## src/rtl/vec_load_unpack.sv

```systemverilog
// vec_load_unpack: reads LANES consecutive RAM words into a lane array.
// Optional stride port enabled by macro VLOAD_STRIDE_EN.
//
// Ports:
//   clk, rst         clock, synchronous active-high reset
//   start            load request (sampled in IDLE only)
//   base_addr        word address of lane 0, captured with start
//   stride           word stride, captured with start (VLOAD_STRIDE_EN only)
//   mem_rd_en        RAM read enable
//   mem_addr         RAM word address (holds when mem_rd_en=0)
//   mem_rdata        RAM read data, valid one cycle after mem_rd_en
//   lanes_out        assembled lanes, registered
//   bits_out         flat view of lanes_out, lane 0 in the LSBs
//   busy             high in READ, DRAIN and DONE
//   done             one-cycle pulse when lanes_out is complete
module vec_load_unpack #(
    parameter int LANES  = 16,
    parameter int LANE_W = 32,
    parameter int ADDR_W = 16
) (
    input  logic                          clk,
    input  logic                          rst,
    input  logic                          start,
    input  logic [ADDR_W-1:0]             base_addr,
`ifdef VLOAD_STRIDE_EN
    input  logic [ADDR_W-1:0]             stride,
`endif
    output logic                          mem_rd_en,
    output logic [ADDR_W-1:0]             mem_addr,
    input  logic [LANE_W-1:0]             mem_rdata,
    output logic [LANES-1:0][LANE_W-1:0]  lanes_out,
    output logic [LANES*LANE_W-1:0]       bits_out,
    output logic                          busy,
    output logic                          done
);

    localparam int CNT_W = (LANES > 1) ? $clog2(LANES) : 1;
    localparam logic [CNT_W-1:0] LAST = CNT_W'(LANES - 1);

    typedef enum logic [1:0] {
        S_IDLE,
        S_READ,
        S_DRAIN,
        S_DONE
    } state_t;

    state_t                         r_state;
    logic [CNT_W-1:0]               r_rd_cnt;
    logic [CNT_W-1:0]               r_wr_cnt;
    logic                           r_cap_vld;
    logic                           r_rd_en;
    logic [ADDR_W-1:0]              r_addr;
    logic [LANES-1:0][LANE_W-1:0]   r_lanes;
    logic                           r_busy;
    logic                           r_done;
    logic [ADDR_W-1:0]              w_stride;

`ifdef VLOAD_STRIDE_EN
    logic [ADDR_W-1:0]              r_stride;

    always_ff @(posedge clk) begin
        if (rst) begin
            r_stride <= '0;
        end else if (r_state == S_IDLE && start) begin
            r_stride <= stride;
        end
    end

    assign w_stride = r_stride;
`else
    assign w_stride = ADDR_W'(1);
`endif

    // Address is advanced incrementally: base + k*stride, wrapping
    // naturally at the ADDR_W boundary.
    always_ff @(posedge clk) begin
        if (rst) begin
            r_state  <= S_IDLE;
            r_rd_cnt <= '0;
            r_rd_en  <= 1'b0;
            r_addr   <= '0;
            r_busy   <= 1'b0;
            r_done   <= 1'b0;
        end else begin
            unique case (r_state)
                S_IDLE: begin
                    if (start) begin
                        r_state  <= S_READ;
                        r_rd_cnt <= '0;
                        r_rd_en  <= 1'b1;
                        r_addr   <= base_addr;
                        r_busy   <= 1'b1;
                    end
                end
                S_READ: begin
                    if (r_rd_cnt == LAST) begin
                        r_state <= S_DRAIN;
                        r_rd_en <= 1'b0;
                    end else begin
                        r_rd_cnt <= r_rd_cnt + CNT_W'(1);
                        r_addr   <= r_addr + w_stride;
                    end
                end
                S_DRAIN: begin
                    r_state <= S_DONE;
                    r_done  <= 1'b1;
                end
                S_DONE: begin
                    r_state <= S_IDLE;
                    r_done  <= 1'b0;
                    r_busy  <= 1'b0;
                end
                default: begin
                    r_state <= S_IDLE;
                end
            endcase
        end
    end

    // Capture side trails the read side by one cycle. Clearing r_cap_vld
    // on reset drops the response to a read issued just before reset.
    always_ff @(posedge clk) begin
        if (rst) begin
            r_cap_vld <= 1'b0;
            r_wr_cnt  <= '0;
            r_lanes   <= '0;
        end else begin
            r_cap_vld <= r_rd_en;
            if (r_state == S_IDLE && start) begin
                r_wr_cnt <= '0;
            end else if (r_cap_vld) begin
                r_lanes[r_wr_cnt] <= mem_rdata;
                r_wr_cnt          <= r_wr_cnt + CNT_W'(1);
            end
        end
    end

    assign mem_rd_en = r_rd_en;
    assign mem_addr  = r_addr;
    assign lanes_out = r_lanes;
    assign bits_out  = r_lanes;
    assign busy      = r_busy;
    assign done      = r_done;

endmodule

```

## config.mk

```make
export PLATFORM = sky130hd
export DESIGN_NAME = vec_load_unpack
export DESIGN_NICKNAME = d
export VERILOG_FILES = /design/src/rtl/vec_load_unpack.sv
export SDC_FILE = /design/constraint.sdc
export NUM_CORES = 1
export LEC_CHECK = 0
export ABC_CLOCK_PERIOD_IN_PS = 1800
export CORE_AREA = 2 2 429 431
export DETAILED_ROUTE_END_ITERATION = 6
export DIE_AREA = 0 0 431 433
export GPL_ROUTABILITY_DRIVEN = 0
export PLACE_DENSITY = 0.32
export SYNTH_ARGS = -nofsm -noshare
export SYNTH_HDL_FRONTEND = slang
export SYNTH_SLANG_ARGS = --single-unit
```

## constraint.sdc

```tcl
create_clock -name clk -period 1.8 [get_ports clk]
set_clock_uncertainty 0.05 [all_clocks]
set_input_delay 0.36 -clock clk [delete_from_list [all_inputs] [get_ports clk]]
set_output_delay 0.36 -clock clk [all_outputs]
set_load 0.02 [all_outputs]
```

==> flow_summary_export.csv, run 1 <==
group,metric,value,unit
clock_network,cts_tree,"yes",
final_layout,stdcell_count,6146,
run,max-cap-violations,0,
critical_path,start_kind,"flop",
synthesis,synth_edf_count,0,
synthesis,ys_seq_elements,542,
clock_network,cts_inserted_buffers,72,
critical_path,cp.required,2.34,ns
place,dp_cells,5965,
synthesis,synth_cells,3057,
hold_path,whs_path_depth,3,
synthesis,synth.distinct_cells,47,
final_layout,nNetsFinal,3762,
global_route,grt_pass1_wl,185,mm
floorplanning,rows,157,
power,power_frac_clock,45.8,%
outcome,outcome,"complete, but fails checks",
timing,max_slew_margin,64.1,%
drt,dr_total_vias,22400,
timing,setup_ws,-0.0733,ns
critical_path,path_max_fanout,8,
outcome,violations,"negative setup slack",
place,hpwl,104,mm
timing,setup_viol,125,
power,p_leak,15.0,nW
power,switching_power,9.37,mW
hold_path,hold_class,"primary input to flop",
final_layout,design_area,37000,sq um
clock_network,clk_pin_slew,0.06,ns
timing,finalHoldViolCount,0,
power,p_comb_share,15.0,%
drt,wl_per_cell,24.4,um
place,port_buffers,1093,
global_route,grt-ovfl-total,0,
floorplanning,die_w,431,um
power,power_density,871,nW/um^2
final_layout,drive_gt1_share,51.0,%
drt,first_pass_iters,5,
critical_path,cp.arrival,2.41,ns
synthesis,synth_top_area_share,45.8,%
global_route,grt_pass1_vias,20900,
synthesis,synth_area_leaders,"dfxtp_1, nand2_1, buf_4",
place,pre_cts_slack,-0.476,ns
synthesis,synth_nets,3119,
place,placed_area,35100,sq um
floorplanning,core-area,182000,sq um
global_route,grtUsageTotal,14.3,%
final_layout,n_fill_cell,20300,
final_layout,area_delta_synth_final,56.4,%
power,power.total,32.2,mW
global_route,antenna_found_initial,11,
synthesis,seq_area_frac_synth,45.8,%
floorplanning,die_height,433,um
synthesis,yosysWarnings,0,
timing,fmax,534,MHz
critical_path,r2r_cells,9,
final_layout,multi_input_area,9160,sq um
synthesis,synth_flop_cell,"dfxtp_1",
clock_network,htreeDepth,3,
global_route,grt_max_degree,84,
critical_path,critPathKind,"flop to flop",
power,p_seq_share,39.2,%
power,intPower,22.9,mW
clock_network,cts_buffer_depth,3,
timing,min_period,1.87,ns
synthesis,avgSynthCellArea,7.75,sq um
clock_network,cts_root_buffer,"clkbuf_16",
floorplanning,io_pins,1094,
synthesis,syn_area,23700,sq um
drt,via_per_inst,3.65,
power,peakVddDrop,0.597,mV
drt,drc,0,
drt,wl,150,mm
final_layout,seq_area,11200,sq um
synthesis,yosys.area.top_type,"dfxtp_1",
floorplanning,die-area,187000,sq um
synthesis,synthArstFlopShare,0,%
clock_network,clk_latency,0.66,ns
drt,first_iter_violations,1339,
power,swShare,29.1,%
floorplanning,start_util,13.0,%
timing,rsz0062_at_grt,"true",
drt,ant_nets,0,
timing,period_share,104,%
critical_path,cp-end-kind,"flop",
timing,tightest_slew,0.538,ns
clock_network,cts.sinks,542,
timing,final-max-slew-violation-count,0,
timing repair:
action                     4_1_cts  5_1_grt
setup endpoints to repair     1263      457
gates resized for setup       4091      376
pin swaps                        2      166
setup buffers                    5       10
hold buffers                     3        0
hold endpoints to repair         9        0
cloned                           1       27
area by class of cell:
cell class                 instances  area share [%]
sequential                       542            30.3
inverter                          11           0.111
timing repair buffer            1327            30.4
antenna                            7          0.0473
clock inverter                    21           0.692
tap                             2385            8.06
multi-input combinational       1746            24.7
clock buffer                     107            5.73
worst max-delay path, stage by stage, from the launching register on:
cell and delay, ns:
dfxtp_2 0.34, inv_2 0.05, ha_4 0.19, a21bo_4 0.25
buf_6 0.13, nor3_4 0.21, buf_12 0.16, clkbuf_16 0.19
nand2_2 0.07, a21oi_2 0.14
cells by family after synthesis:
family | share of synthesized area, %
AO/OA/AOI/OAI | 12.3
buffers and inverters | 21.5
multiplexers | 0.327
flip-flops | 45.8
XOR/XNOR | 0.148
adder cells (fa/ha/maj) | 0.581
AND/OR/NAND/NOR | 19.3
per-layer routing:
layer / GRT usage, % / routed length [um]
met4: 4.28 / 4030
met3: 2.60 / 6930
met1: 17.4 / 60600
met2: 25.4 / 78300
met5: 0 / 0
power groups by stage:
stage / Sequential (mW) / Combinational, mW / Clock (mW)
floorplan: 13.1 / 1.89 / 0
global placement: 12.9 / 4.88 / 0
detailed placement: 12.9 / 4.87 / 0
CTS: 12.6 / 4.77 / 15.4
global route: 12.7 / 5.19 / 15.7
finish: 12.6 / 4.83 / 14.8
final timing paths:
check / from / to / slack [ns]
setup / recovery: r_state[0] / bits_out[417] / -0.07
hold / removal: mem_rdata[13] / bits_out[13] / 0.09
hold reg to reg: bits_out[80] / bits_out[80] / 0.42
setup reg to reg: r_state[0] / bits_out[417] / -0.07
cell usage after synthesis, types with 2 or more instances:
master / n
and2_1: 3
nor3_2: 4
dfxtp_1: 542
nand2b_1: 4
nor3_1: 3
buf_4: 516
o21ai_0: 16
xnor2_1: 2
buf_1: 2
nand4_1: 12
a211oi_1: 4
nand4b_1: 3
mux2_2: 2
or3_1: 6
nand2_1: 1046
clkbuf_1: 115
nor4_1: 7
and4_1: 2
o21a_1: 2
xor2_1: 2
o31a_1: 3
and3_1: 11
a31oi_1: 5
nor2b_1: 6
inv_1: 11
nor3b_2: 2
a21oi_1: 530
ha_1: 11
nor2_1: 18
buf_2: 108
mux2i_1: 4
buf_6: 17
and2b_1: 2
nand3_1: 23
flip-flops by register name, indices dropped and copies added (netlist names):
| name | flops |
|---|---|
| r_cap_vld | 1 |
| r_rd_cnt | 4 |
| r_state | 2 |
| bits_out | 512 |
| r_wr_cnt | 4 |
| busy | 1 |
| mem_addr | 16 |
| mem_rd_en | 1 |
| done | 1 |
stage by stage:
| step | setup TNS [ns] | hold slack, ns | util (%) |
|---|---|---|---|
| 3_3_place_gp | -193.15 | 0.408 | 19.3 |
| 4_1_cts | -1.03 | 0.0210 | 19.2 |
| 6_report | -3.90 | 0.0887 | 20.3 |
| 2_1_floorplan | 0 | 0.393 | - |
| 5_1_grt | -20.30 | 0.0603 | 20.3 |
| 3_5_place_dp | -189.71 | 0.414 | 19.3 |
placed cells by master, fill, tap and decap left out, types with 5 or more instances in the layout:
cell             count
nand2_1            917
buf_2              689
a21oi_1            420
clkdlybuf4s15_2    317
dfxtp_1            311
dfxtp_2            204
buf_4              141
a21oi_2            110
nand2_4             97
buf_12              95
clkbuf_16           94
clkdlybuf4s50_1     36
nand2_2             32
dfxtp_4             27
nor2_1              18
buf_6               18
clkbuf_8            17
clkbuf_1            17
o21ai_0             15
nand3_1             14
nand4_1             12
inv_1                9
nand3_2              9
ha_1                 8
diode_2              7
clkinv_2             7
nor2b_1              6
and3_2               5
a31oi_1              5
Power figures use the tool's default switching activity.
==> run 2, diff against run 1 <==
--- a/config.mk
+++ b/config.mk
@@ -5,10 +5,11 @@
 export SDC_FILE = /design/constraint.sdc
 export NUM_CORES = 1
 export LEC_CHECK = 0
+export ABC_AREA = 1
 export ABC_CLOCK_PERIOD_IN_PS = 1800
-export CORE_AREA = 2 2 429 431
+export CORE_AREA = 2 2 428 430
 export DETAILED_ROUTE_END_ITERATION = 6
-export DIE_AREA = 0 0 431 433
+export DIE_AREA = 0 0 430 432
 export GPL_ROUTABILITY_DRIVEN = 0
 export PLACE_DENSITY = 0.32
 export SYNTH_ARGS = -nofsm -noshare
==> run 2 against run 1 <==
Compared with the run above:
- sequential power hardly changed
- critical path type unchanged
- combinational power shrank 8.7%
- largest cell class unchanged
- highest routed layer unchanged
- largest power group unchanged
- wire length is 14% higher
- the run still ends with negative setup slack left
==> flow_summary_export.csv, run 2 <==
group,metric,value,unit
clock_network,cts_tree,"yes",
clock_network,cts_buffer_depth,3,
clock_network,cts_hold_repair.buffers,0,
drt,ant_nets,0,
drt,via_per_inst,3.67,
critical_path,critPathKind,"flop to flop",
floorplanning,die_height,432,um
synthesis,synth_xor_area_share,0,%
hold_path,hold_class,"primary input to flop",
timing,setup_tns,-7.38,ns
synthesis,synth_edf_count,0,
power,peakVddDrop,0.618,mV
drt,first_pass_iters,5,
floorplanning,core-area,182000,sq um
outcome,violations,"negative setup slack",
drt,first_iter_violations,1317,
critical_path,cp.arrival,2.45,ns
outcome,outcome,"complete, but fails checks",
timing,final-max-slew-violation-count,0,
drt,dr_total_vias,22800,
synthesis,synth_top_area_share,46.0,%
timing,setup_viol,226,
clock_network,clk_latency,0.69,ns
place,port_buffers,1093,
timing,fmax,519,MHz
power,power_density,869,nW/um^2
clock_network,htreeDepth,3,
critical_path,start_kind,"flop",
synthesis,synth_nets,3121,
synthesis,synth.distinct_cells,36,
synthesis,synthAdderAreaFrac,0.584,%
global_route,grt_pass1_vias,21500,
synthesis,yosysWarnings,0,
drt,wl_per_cell,27.4,um
synthesis,yosys.area.top_type,"dfxtp_1",
drt,wl,171,mm
floorplanning,die_w,430,um
place,hpwl,126,mm
clock_network,cts_inserted_buffers,75,
floorplanning,start_util,13.0,%
synthesis,synth_cells,3059,
final_layout,final_cell_mix,"nor2_1, buf_2, dfxtp_1",
critical_path,cp-end-kind,"flop",
floorplanning,rows,157,
floorplanning,io_pins,1094,
timing,rsz0062_at_grt,"true",
final_layout,drive_gt1_share,50.7,%
drt,drc,0,
clock_network,cts.sinks,542,
final_layout,area_delta_synth_final,60.6,%
final_layout,largest_reg_flops,512,
timing,max_slew_margin,24.0,%
synthesis,synth_top_family_by_area,"buffers and inverters",
synthesis,syn_area,23600,sq um
timing,min_period,1.93,ns
critical_path,cp.required,2.33,ns
critical_path,rrSetupSlack,-0.13,ns
global_route,use_met3,4.82,%
floorplanning,die-area,186000,sq um
synthesis,synth_area_leaders,"dfxtp_1, buf_4, nor2_1",
timing,tightest_slew,1.14,ns
final_layout,final_common_cell,"nor2_1",
timing,setup_ws,-0.127,ns
global_route,use_met1,20.0,%
synthesis,synth_common_cells,"nor2_1, dfxtp_1, buf_4",
run,max-cap-violations,0,
synthesis,synthMuxAreaShare,0,%
global_route,grt_max_degree,36,
synthesis,ys_seq_elements,542,
timing,period_share,107,%
critical_path,path_max_fanout,15,
clock_network,cts_root_buffer,"clkbuf_16",
power,power.total,32.9,mW
global_route,grtUsageTotal,16.9,%
timing,finalHoldViolCount,0,
global_route,use_met2,30.1,%
clock_network,clk_pin_slew,0.06,ns
synthesis,synthSimpleGateAreaFrac,18.6,%
global_route,antenna_found_initial,16,
power,p_leak,16.5,nW
global_route,grt-ovfl-total,0,
synthesis,synth_flop_cell,"dfxtp_1",
synthesis,yosysMostFrequentCell,"nor2_1",
final_layout,nNetsFinal,3836,
global_route,grt_pass1_wl,212,mm
synthesis,synthArstFlopShare,0,%
global_route,top_usage_layer,"met2",
synthesis,seq_area_frac_synth,46.0,%
synthesis,synth-compound-area-share,12.8,%
synthesis,avgSynthCellArea,7.71,sq um
[run 2: changes by cell type after synthesis, moves of 30 or more]
cell,change
inv_1,+52
nor2_1,+989
o21ai_0,+487
nand2_1,-984
o21ai_1,+30
buf_2,-81
a21oi_1,-470
[run 2: final timing paths]
| path | end | cells after the start | from |
|---|---|---|---|
| worst max-delay path | bits_out[431] | 12 | r_state[0] |
| worst min register to register | r_cap_vld | 2 | mem_rd_en |
| worst max register to register | bits_out[431] | 12 | r_state[0] |
| worst min-delay path | bits_out[433] | 3 | mem_rdata[17] |
[run 2: kinds of logic (layout without fill, tap and decap cells)]
| family | count (synthesis) | count (layout) |
|---|---|---|
| buffers and inverters | 788 | 1559 |
| AO/OA/AOI/OAI | 600 | 600 |
| flip-flops | 542 | 542 |
| adder cells (fa/ha/maj) | 11 | 11 |
| other | 0 | 4 |
| AND/OR/NAND/NOR | 1118 | 1118 |
[run 2: final cells by class]
cell class	instances	area, sq um
Antenna cell	4	10.0
Clock buffer	108	2200
Clock inverter	25	374
Fill cell	20300	144000
Inverter	79	510
Multi-Input combinational cell	1729	8640
Sequential cell	542	11200
Tap cell	2385	2980
Timing Repair Buffer	1347	12000
[run 2: through the flow]
stage          cells  util [%]  setup WS (ns)  hold WS (ns)  cell area (sq um)
2_1_floorplan   3059         -         0.0765         0.397              23600
5_1_grt         6218      20.8         -0.184        0.0380              37900
6_report        6219      20.8         -0.127        0.0844              37900
4_1_cts         6176      19.7         -0.132       0.00543              35800
3_3_place_gp    6026      19.6         -0.517         0.407              35600
3_5_place_dp    6026      19.6         -0.494         0.415              35600
[run 2: per-layer routing]
metal	wire length, um	vias to the layer above	part of all wire, %
met4	3650	0	2.1
li1	-	10700	-
met2	84800	707	50
met5	0	-	0
met3	11400	152	6.7
met1	70700	11300	41
[run 2: power breakdown]
| group | switching (mW) | total [mW] | internal [mW] |
|---|---|---|---|
| clock | 6.60 | 15.8 | 9.19 |
| sequential | 0.386 | 12.7 | 12.3 |
| combinational | 2.79 | 4.41 | 1.62 |
| total | 9.78 | 32.9 | 23.1 |
[run 2: critical path: stages (launching register included)]
cell	delay (ns)
dfxtp_2	0.33
inv_2	0.05
ha_4	0.16
nand2_4	0.07
inv_4	0.04
nor2_4	0.11
buf_12	0.12
buf_8	0.10
nand4_1	0.16
buf_12	0.22
buf_12	0.16
o21ai_1	0.13
nor2_1	0.07
[run 2: timing repair]
item / 4_1_cts / 5_1_grt
setup buffers: 7 / 6
pin swaps: 21 / 77
endpoints found under the setup margin: 1472 / 556
resized for setup: 4137 / 470
endpoints found under the hold margin: 0 / 0
gates cloned: 10 / 35
